===== src/rtl/rf_hazard_ctl_pkg.sv =====
// Shared constants and scoreboard types for the register-file interlock.
package rf_hazard_ctl_pkg;

    localparam int unsigned NREG_C  = 8;
    localparam int unsigned REGW_C  = 3;
    localparam int unsigned DEPTH_C = 3;
    localparam int unsigned CNTW_C  = 16;

    typedef enum logic [1:0] {
        SB_EX  = 2'd0,
        SB_MEM = 2'd1,
        SB_WB  = 2'd2
    } sb_stage_e;

    typedef struct packed {
        logic              v;
        logic [REGW_C-1:0] rd;
    } sb_entry_t;

endpackage


===== src/rtl/rf_sb_entry_match.sv =====
// Compares one register select against every in-flight scoreboard entry.
module rf_sb_entry_match
    import rf_hazard_ctl_pkg::*;
#(
    parameter int unsigned DEPTH = DEPTH_C
) (
    input  sb_entry_t [DEPTH-1:0] sb_i,
    input  logic [REGW_C-1:0]     sel_i,
    output logic                  hit_o
);

    always_comb begin
        hit_o = 1'b0;
        for (int unsigned i = 0; i < DEPTH; i++) begin
            if (sb_i[i].v && (sb_i[i].rd == sel_i)) begin
                hit_o = 1'b1;
            end
        end
    end

endmodule


===== src/rtl/rf_hazard_ctl.sv =====
// Pipeline interlock: stalls decode on pending register writes, sequences
// redirect flushes and counts stall cycles.
module rf_hazard_ctl
    import rf_hazard_ctl_pkg::*;
#(
    parameter int unsigned NREG  = NREG_C,
    parameter int unsigned REGW  = REGW_C,
    parameter int unsigned DEPTH = DEPTH_C,
    parameter int unsigned CNTW  = CNTW_C
) (
    input  logic            clk,
    input  logic            rst,
    input  logic            id_valid,
    input  logic [REGW-1:0] id_rs,
    input  logic            id_rs_used,
    input  logic [REGW-1:0] id_rt,
    input  logic            id_rt_used,
    input  logic            id_wr_en,
    input  logic [REGW-1:0] id_wr_reg,
    input  logic            ex_redirect,
    output logic            stall,
    output logic            ex_bubble,
    output logic            flush_id,
    output logic [NREG-1:0] pending,
    output logic [CNTW-1:0] stall_cnt
);

    sb_entry_t [DEPTH-1:0] sb_q, sb_d;
    logic [CNTW-1:0]       stall_cnt_q, stall_cnt_d;
    logic                  rs_hit, rt_hit, haz, issue;

    rf_sb_entry_match #(
        .DEPTH (DEPTH)
    ) u_match_rs (
        .sb_i  (sb_q),
        .sel_i (id_rs),
        .hit_o (rs_hit)
    );

    rf_sb_entry_match #(
        .DEPTH (DEPTH)
    ) u_match_rt (
        .sb_i  (sb_q),
        .sel_i (id_rt),
        .hit_o (rt_hit)
    );

    // Redirect wins: the ID instruction is dead, so its hazard is irrelevant.
    always_comb begin
        haz       = id_valid && ((id_rs_used && rs_hit) || (id_rt_used && rt_hit));
        flush_id  = ex_redirect;
        ex_bubble = ex_redirect || haz;
        stall     = !ex_redirect && haz;
        issue     = id_valid && id_wr_en && !stall && !ex_redirect;
    end

    always_comb begin
        sb_d          = '0;
        sb_d[SB_EX].v  = issue;
        sb_d[SB_EX].rd = issue ? id_wr_reg : '0;
        for (int unsigned i = 1; i < DEPTH; i++) begin
            sb_d[i] = sb_q[i-1];
        end
    end

    always_comb begin
        pending = '0;
        for (int unsigned i = 0; i < DEPTH; i++) begin
            if (sb_q[i].v) begin
                pending[sb_q[i].rd] = 1'b1;
            end
        end
    end

    always_comb begin
        stall_cnt_d = stall_cnt_q;
        if (stall && (stall_cnt_q != '1)) begin
            stall_cnt_d = stall_cnt_q + CNTW'(1);
        end
    end

    always_ff @(posedge clk or negedge rst) begin
        if (!rst) begin
            sb_q        <= '0;
            stall_cnt_q <= '0;
        end else begin
            sb_q        <= sb_d;
            stall_cnt_q <= stall_cnt_d;
        end
    end

    assign stall_cnt = stall_cnt_q;

endmodule


===== config.mk =====
export PLATFORM = sky130hd
export DESIGN_NAME = rf_hazard_ctl
export DESIGN_NICKNAME = d
export VERILOG_FILES = /design/src/rtl/rf_hazard_ctl_pkg.sv /design/src/rtl/rf_sb_entry_match.sv /design/src/rtl/rf_hazard_ctl.sv
export SDC_FILE = /design/constraint.sdc
export NUM_CORES = 1
export LEC_CHECK = 0
export CORE_MARGIN = 4
export CORE_UTILIZATION = 45
export DETAILED_ROUTE_END_ITERATION = 6
export PLACE_DENSITY = 0.76
export SLEW_MARGIN = 15
export SYNTH_ARGS = -nofsm -noshare
export SYNTH_HDL_FRONTEND = slang
export SYNTH_HIERARCHICAL = 1
export SYNTH_SLANG_ARGS = --single-unit

===== constraint.sdc =====
create_clock -name clk -period 2.2 [get_ports clk]
set_clock_uncertainty 0.05 [all_clocks]
set_input_delay 0.44 -clock clk [delete_from_list [all_inputs] [get_ports clk]]
set_output_delay 0.44 -clock clk [all_outputs]
set_load 0.03 [all_outputs]

== Word level (Yosys, flattened, before mapping) ==
Cells that the tools add are included.
Word-level totals
  memories kept: 0
  bits of input ports: 16
  RAM bits: 0
  output and inout port bits: 27
  register bits after elaboration: 28
  word-level logic and storage cells: 60
  bits in latches: 0
  ROM bits: 0
Cells by class
  $lt $le $gt $ge: 6
  multipliers: 0
  add/subtract/negate cells: 1
  reductions and logical operators: 21
  shift operators: 0
  equality and inequality tests: 7
  multiplexer cells: 16
  div/mod/pow operators: 0
  bitwise gates (word level): 2
Operators with widths (number)
  $mux W8: 3
  $eq A3 B3 Y1: 6
  $logic_and A1 B1 Y1: 17
  $add A16 B1 Y16 const B: 1
  $ne A16 B16 Y1 const B: 1
  $or A8 B8 Y8: 2
  $lt A3 B4 Y1 const B: 3
  $demux W1 S3: 3
  $ge A3 B1 Y1 const B: 3
  $mux W1: 9
  $mux W3: 1
  $logic_not A1 Y1: 2
  $logic_or A1 B1 Y1: 2

== Logic depth before layout (Yosys ltp) ==
  word-level depth: 13
  mapped depth: 8
  gate-level depth less buffers: 7

== By module ==
The synthesis kept the hierarchy.
By module, submodules not included
  rf_hazard_ctl: cells each 136, times used 1, sequential area each 700.7 um2, area an instance 1495.2 um2
  rf_sb_entry_match: cells each 13, times used 2, sequential area each 0.0 um2, area an instance 102.6 um2

== Least setup slack after synthesis ==
No wires, ideal clock.
  path type: flip-flop to output port
  start: register sb_q (netlist bit sb_d[6])
  end: output port stall
  cell stages (with the launch flop): 8
  arrival: 1520 ps
  path slack: 190 ps
  data required time: 1710 ps
  path buffers: 1
  cells stage by stage: dfrtp_1 > xnor2_1 > nand4_1 > nand3_1 > a22o_1 > nand2_1 > buf_4 > inv_1
On the way
  longest elaborated chain between the ends: 9
  elaborated cells on any way between the ends: 15
  classes of those cells: 2 x eq/ne; 6 x mux; 7 x reduce/logical
Ends and longest elaborated chain
  from (decl): line rf_hazard_ctl.sv:28  | sb_entry_t [DEPTH-1:0] sb_q, sb_d;
  from (signal assigned): line rf_hazard_ctl.sv:84  | sb_q <= '0;
  from (signal assigned): line rf_hazard_ctl.sv:87  | sb_q <= sb_d;
  $eq A3 B3 Y1: line rf_sb_entry_match.sv:15  | if (sb_i[i].v && (sb_i[i].rd == sel_i)) begin
  $logic_and A1 B1 Y1: line rf_sb_entry_match.sv:15
  $mux W1 (3 in a row): line rf_sb_entry_match.sv:15
  net rs_hit: line rf_hazard_ctl.sv:30  | logic rs_hit, rt_hit, haz, issue;
  $logic_and A1 B1 Y1: line rf_hazard_ctl.sv:50  | haz = id_valid && ((id_rs_used && rs_hit) || (id_rt_used && rt_hit));
  $logic_or A1 B1 Y1: line rf_hazard_ctl.sv:50
  $logic_and A1 B1 Y1: line rf_hazard_ctl.sv:50
  $logic_and A1 B1 Y1: line rf_hazard_ctl.sv:53  | stall = !ex_redirect && haz;
  to (decl): line rf_hazard_ctl.sv:21  | output logic stall,
The timed path passes the listed nets, and every way through them passes these cells.

== Worst setup path in the final report ==
  start: register sb_q (netlist bit sb_d[9])
  end: output port ex_bubble
On the way
  longest elaborated chain between the ends: 8
  elaborated cells on any way between the ends: 13
  classes of those cells: 2 x eq/ne; 4 x mux; 7 x reduce/logical
Ends and longest elaborated chain
  $eq A3 B3 Y1: line rf_sb_entry_match.sv:15
  $logic_and A1 B1 Y1: line rf_sb_entry_match.sv:15
  $mux W1 (2 in a row): line rf_sb_entry_match.sv:15
  net rs_hit: line rf_hazard_ctl.sv:30
  $logic_and A1 B1 Y1: line rf_hazard_ctl.sv:50
  $logic_or A1 B1 Y1: line rf_hazard_ctl.sv:50
  $logic_and A1 B1 Y1: line rf_hazard_ctl.sv:50
  $logic_or A1 B1 Y1: line rf_hazard_ctl.sv:52  | ex_bubble = ex_redirect || haz;
  to (decl): line rf_hazard_ctl.sv:22  | output logic ex_bubble,
The timed path passes the listed nets, and every way through them passes these cells.

==> qor.yml <==
place:
  placed_area_um2: 2220
  routabilityCongestion: 0.893
  placedCellCount: 259
  io_buffers: 42
  hpwl_um: 2980
layout:
  fin_cells: 269
  fillers: 311
  drive_above_1_share: 0.235
  multi_input_area_um2: 995
  fin_area_um2: 2350
  seqCellArea_um2: 711
  antenna_cells: 0
  nNetsFinal: 240
  syn_to_final_growth_pct: 38.0
flow_run:
  maxCapViolations: 0
cts:
  clockBufferDepth: 2
  insertion_delay_ns: 0.27
  htreeDepth: 1
  cts_tree: "yes"
  cts_buffers: 3
  clk_pin_slew_ns: 0.09
  cts-root-buf: "clkbuf_8"
  cts_sinks: 28
  hold_buffers: 0
sta:
  rsz0062_at_grt: "yes"
  fin_crit_ns: 2.18
  fin_crit_sh: 0.990
  tightest_slew_ns: 0.617
  fin_tns_setup_ns: 0
  hold_viol: 0
  finalSetupViolCount: 0
  max_freq_ghz: 0.459
  whs_ns: 0.420
  finalMaxSlewViolations: 0
  slew_headroom: 0.589
yosys:
  synth_cell_types: 36
  synth_nets: 179
  yosysTopAreaCell: "dfrtp_1"
  yosysWarnings: 6
  synth_flop_cell: "dfrtp_1"
  synth_area_leaders: "dfrtp_1, xnor2_1, xor2_1"
  post_synth_instance_area_um2: 1700
  syn-instance-count: 162
  syn_area_per_cell_um2: 10.5
  seq_area_frac_synth: 0.412
  synth-async-reset-ratio: 1.00
  synth_edf_count: 0
  synth_top_area_frac: 0.412
  ys_ff_latch: 28
routing:
  vias: 1449
  dr.pass1.iters: 4
  route.detailed.drc: 0
  first_iter_violations: 52
  wl_per_cell_um: 15.4
  antenna_left: 0
  wl_um: 4130
  vias_per_cell: 5.39
setup_path:
  path_buf_inv: 1
  cp_data_required_time_ns: 1.71
  path_cells: "xnor2_2 > nand4_1 > nand3_1 > a22o_4 > a21o_1 > buf_6"
  crit_end: "ex_bubble"
  crit_cells: 6
  crit_start: "sb_d[9]"
  worst_setup_path_start_kind: "flip-flop"
  cp_max_fo: 8
  r2r_start: "sb_q[8]"
  rrSetupSlack_ns: 0.30
  critPathKind: "reg -> out"
  reg2regPathDepth: 7
  crit_family: "flip-flops"
  end_kind: "primary output"
  slowest_stage: "dfrtp_2"
  cp_data_arrival_time_ns: 1.69
  r2r_end: "stall_cnt[12]"
  max_stage_delay_ns: 0.49
global_routing:
  grt_util_met3: 0.0362
  grt-ovfl-total: 0
  grt_busiest_layer: "met2"
  grt_usage: 0.173
  grtUsageMet2: 0.273
  gr-usage-met1: 0.241
  grt_pass1_vias: 1414
  antenna_found_initial: 0
  grt_first_pass_wirelength_um: 6840
  grt_max_degree: 29
die:
  die_w_um: 69.5
  fp-row-count: 22
  io_pins: 43
  core-area_um2: 3660
  die_height_um: 69.5
  fp.dieArea_um2: 4830
  floorplan.initialDensity: 0.464
pwr:
  ir_worst_vdd_mv: 0.359
  combPwrFrac: 0.204
  clockPowerShare: 0.255
  power_uw: 1050
  p_sw_uw: 285
  swShare: 0.272
  p_leak_uw: 0.00106
  pwr-share-seq: 0.540
  p_int_uw: 766
  power_density_nw_per_um2: 448
status:
  status: "complete, no violations"
hold_path:
  whs_path_depth: 0
  worstHoldPathType: "reg -> reg"
==> per-layer routing <==
layer | part of all wire | routed length, um
met1 | 0.49 | 2040
met5 | 0 | 0
met4 | 0.011 | 44
met3 | 0.038 | 156
met2 | 0.46 | 1890
==> area by class of cell <==
cell class / count / area share
clock buffers: 3 / 0.0176
inverters: 1 / 0.00160
multi-input cells: 129 / 0.424
flip-flops and latches: 28 / 0.303
well taps: 48 / 0.0256
repair buffers: 60 / 0.228
==> worst register-to-register path: stages, from the launching register on <==
cell and delay, ns:
dfrtp_2 0.48, xnor2_1 0.21, nand4_1 0.12, nand3_1 0.10
a22o_4 0.16, nand4_1 0.19, nor2_1 0.17, mux2_2 0.34
==> sequential cells by signal, summed over array words and instances, names as in the netlist <==
register	count
sb_q	4
sb_d	8
stall_cnt	16
==> per-stage QoR <==
stage / worst slack [ns] / utilization
floorplan: 0.190 / -
global placement: -0.287 / 0.606
detailed placement: -0.335 / 0.606
CTS: -0.0512 / 0.633
global route: -0.0421 / 0.641
finish: 0.0215 / 0.641
==> power groups by stage <==
stage | combinational (uW) | sequential [uW] | clock [uW]
final | 215 | 568 | 268
after global routing | 228 | 572 | 295
after CTS | 213 | 567 | 278
after detailed placement | 208 | 577 | 0
after global placement | 206 | 576 | 0
after floorplan | 74.6 | 603 | 0
==> layout by cell type (no fill, tap or decap), drive strengths merged <==
master         instances
nand3                 16
and4                   4
nand2                 16
inv                    1
a21o                   1
mux2                   3
a22oi                  1
clkdlybuf4s15          1
and2                   3
nor2                   6
xor2                  13
nor3b                  1
xnor2                 18
nor3                   8
nor2b                  5
clkbuf                 3
nand4b                 5
buf                   20
a32oi                  1
nand4                 11
a22o                   1
and3                   2
o21bai                 1
nor4                   4
dlygate4sd2           13
ha                     1
nand3b                 5
o21ai                  1
nor4b                  1
or2                    1
clkdlybuf4s50         26
dfrtp                 28
==> cells by family (layout without fill, tap and decap cells) <==
kind of cell / Yosys count / in the layout / share of synthesized area
simple gates: 88 / 88 / 0.347
mux: 3 / 3 / 0.0221
buf+inv: 5 / 64 / 0.0257
flops: 28 / 28 / 0.412
compound gates: 6 / 6 / 0.0265
fa+ha+maj: 1 / 1 / 0.00736
xor+xnor: 31 / 31 / 0.160
==> cell usage after synthesis (2+ instances only) <==
cell type	instances
and2_1	3
and4_4	2
nor2b_1	4
and4_1	2
nor2_1	5
xor2_1	13
nor3_1	8
buf_4	2
nand4_1	11
nor4_4	3
nand3_1	16
nand4b_1	5
nand3b_1	5
dfrtp_1	28
xnor2_1	18
mux2_2	2
nand2_1	16
==> how the worst min path moves through the flow <==
stage,start,to
floorplan,rst,sb_d[10]
global placement,stall_cnt[7],stall_cnt[7]
detailed placement,sb_d[8],sb_q[8]
CTS,sb_d[10],sb_q[10]
global route,sb_d[8],sb_q[8]
finish,sb_d[8],sb_q[8]
==> timing repair <==
item | CTS | global route
setup buffers | 6 | 1
pin swaps | 9 | 1
gates resized for setup | 26 | 6
setup endpoints to repair | 18 | 3
cloned | 0 | 0
endpoints found under the hold margin | 0 | 0
Power figures use the tool's default switching activity.
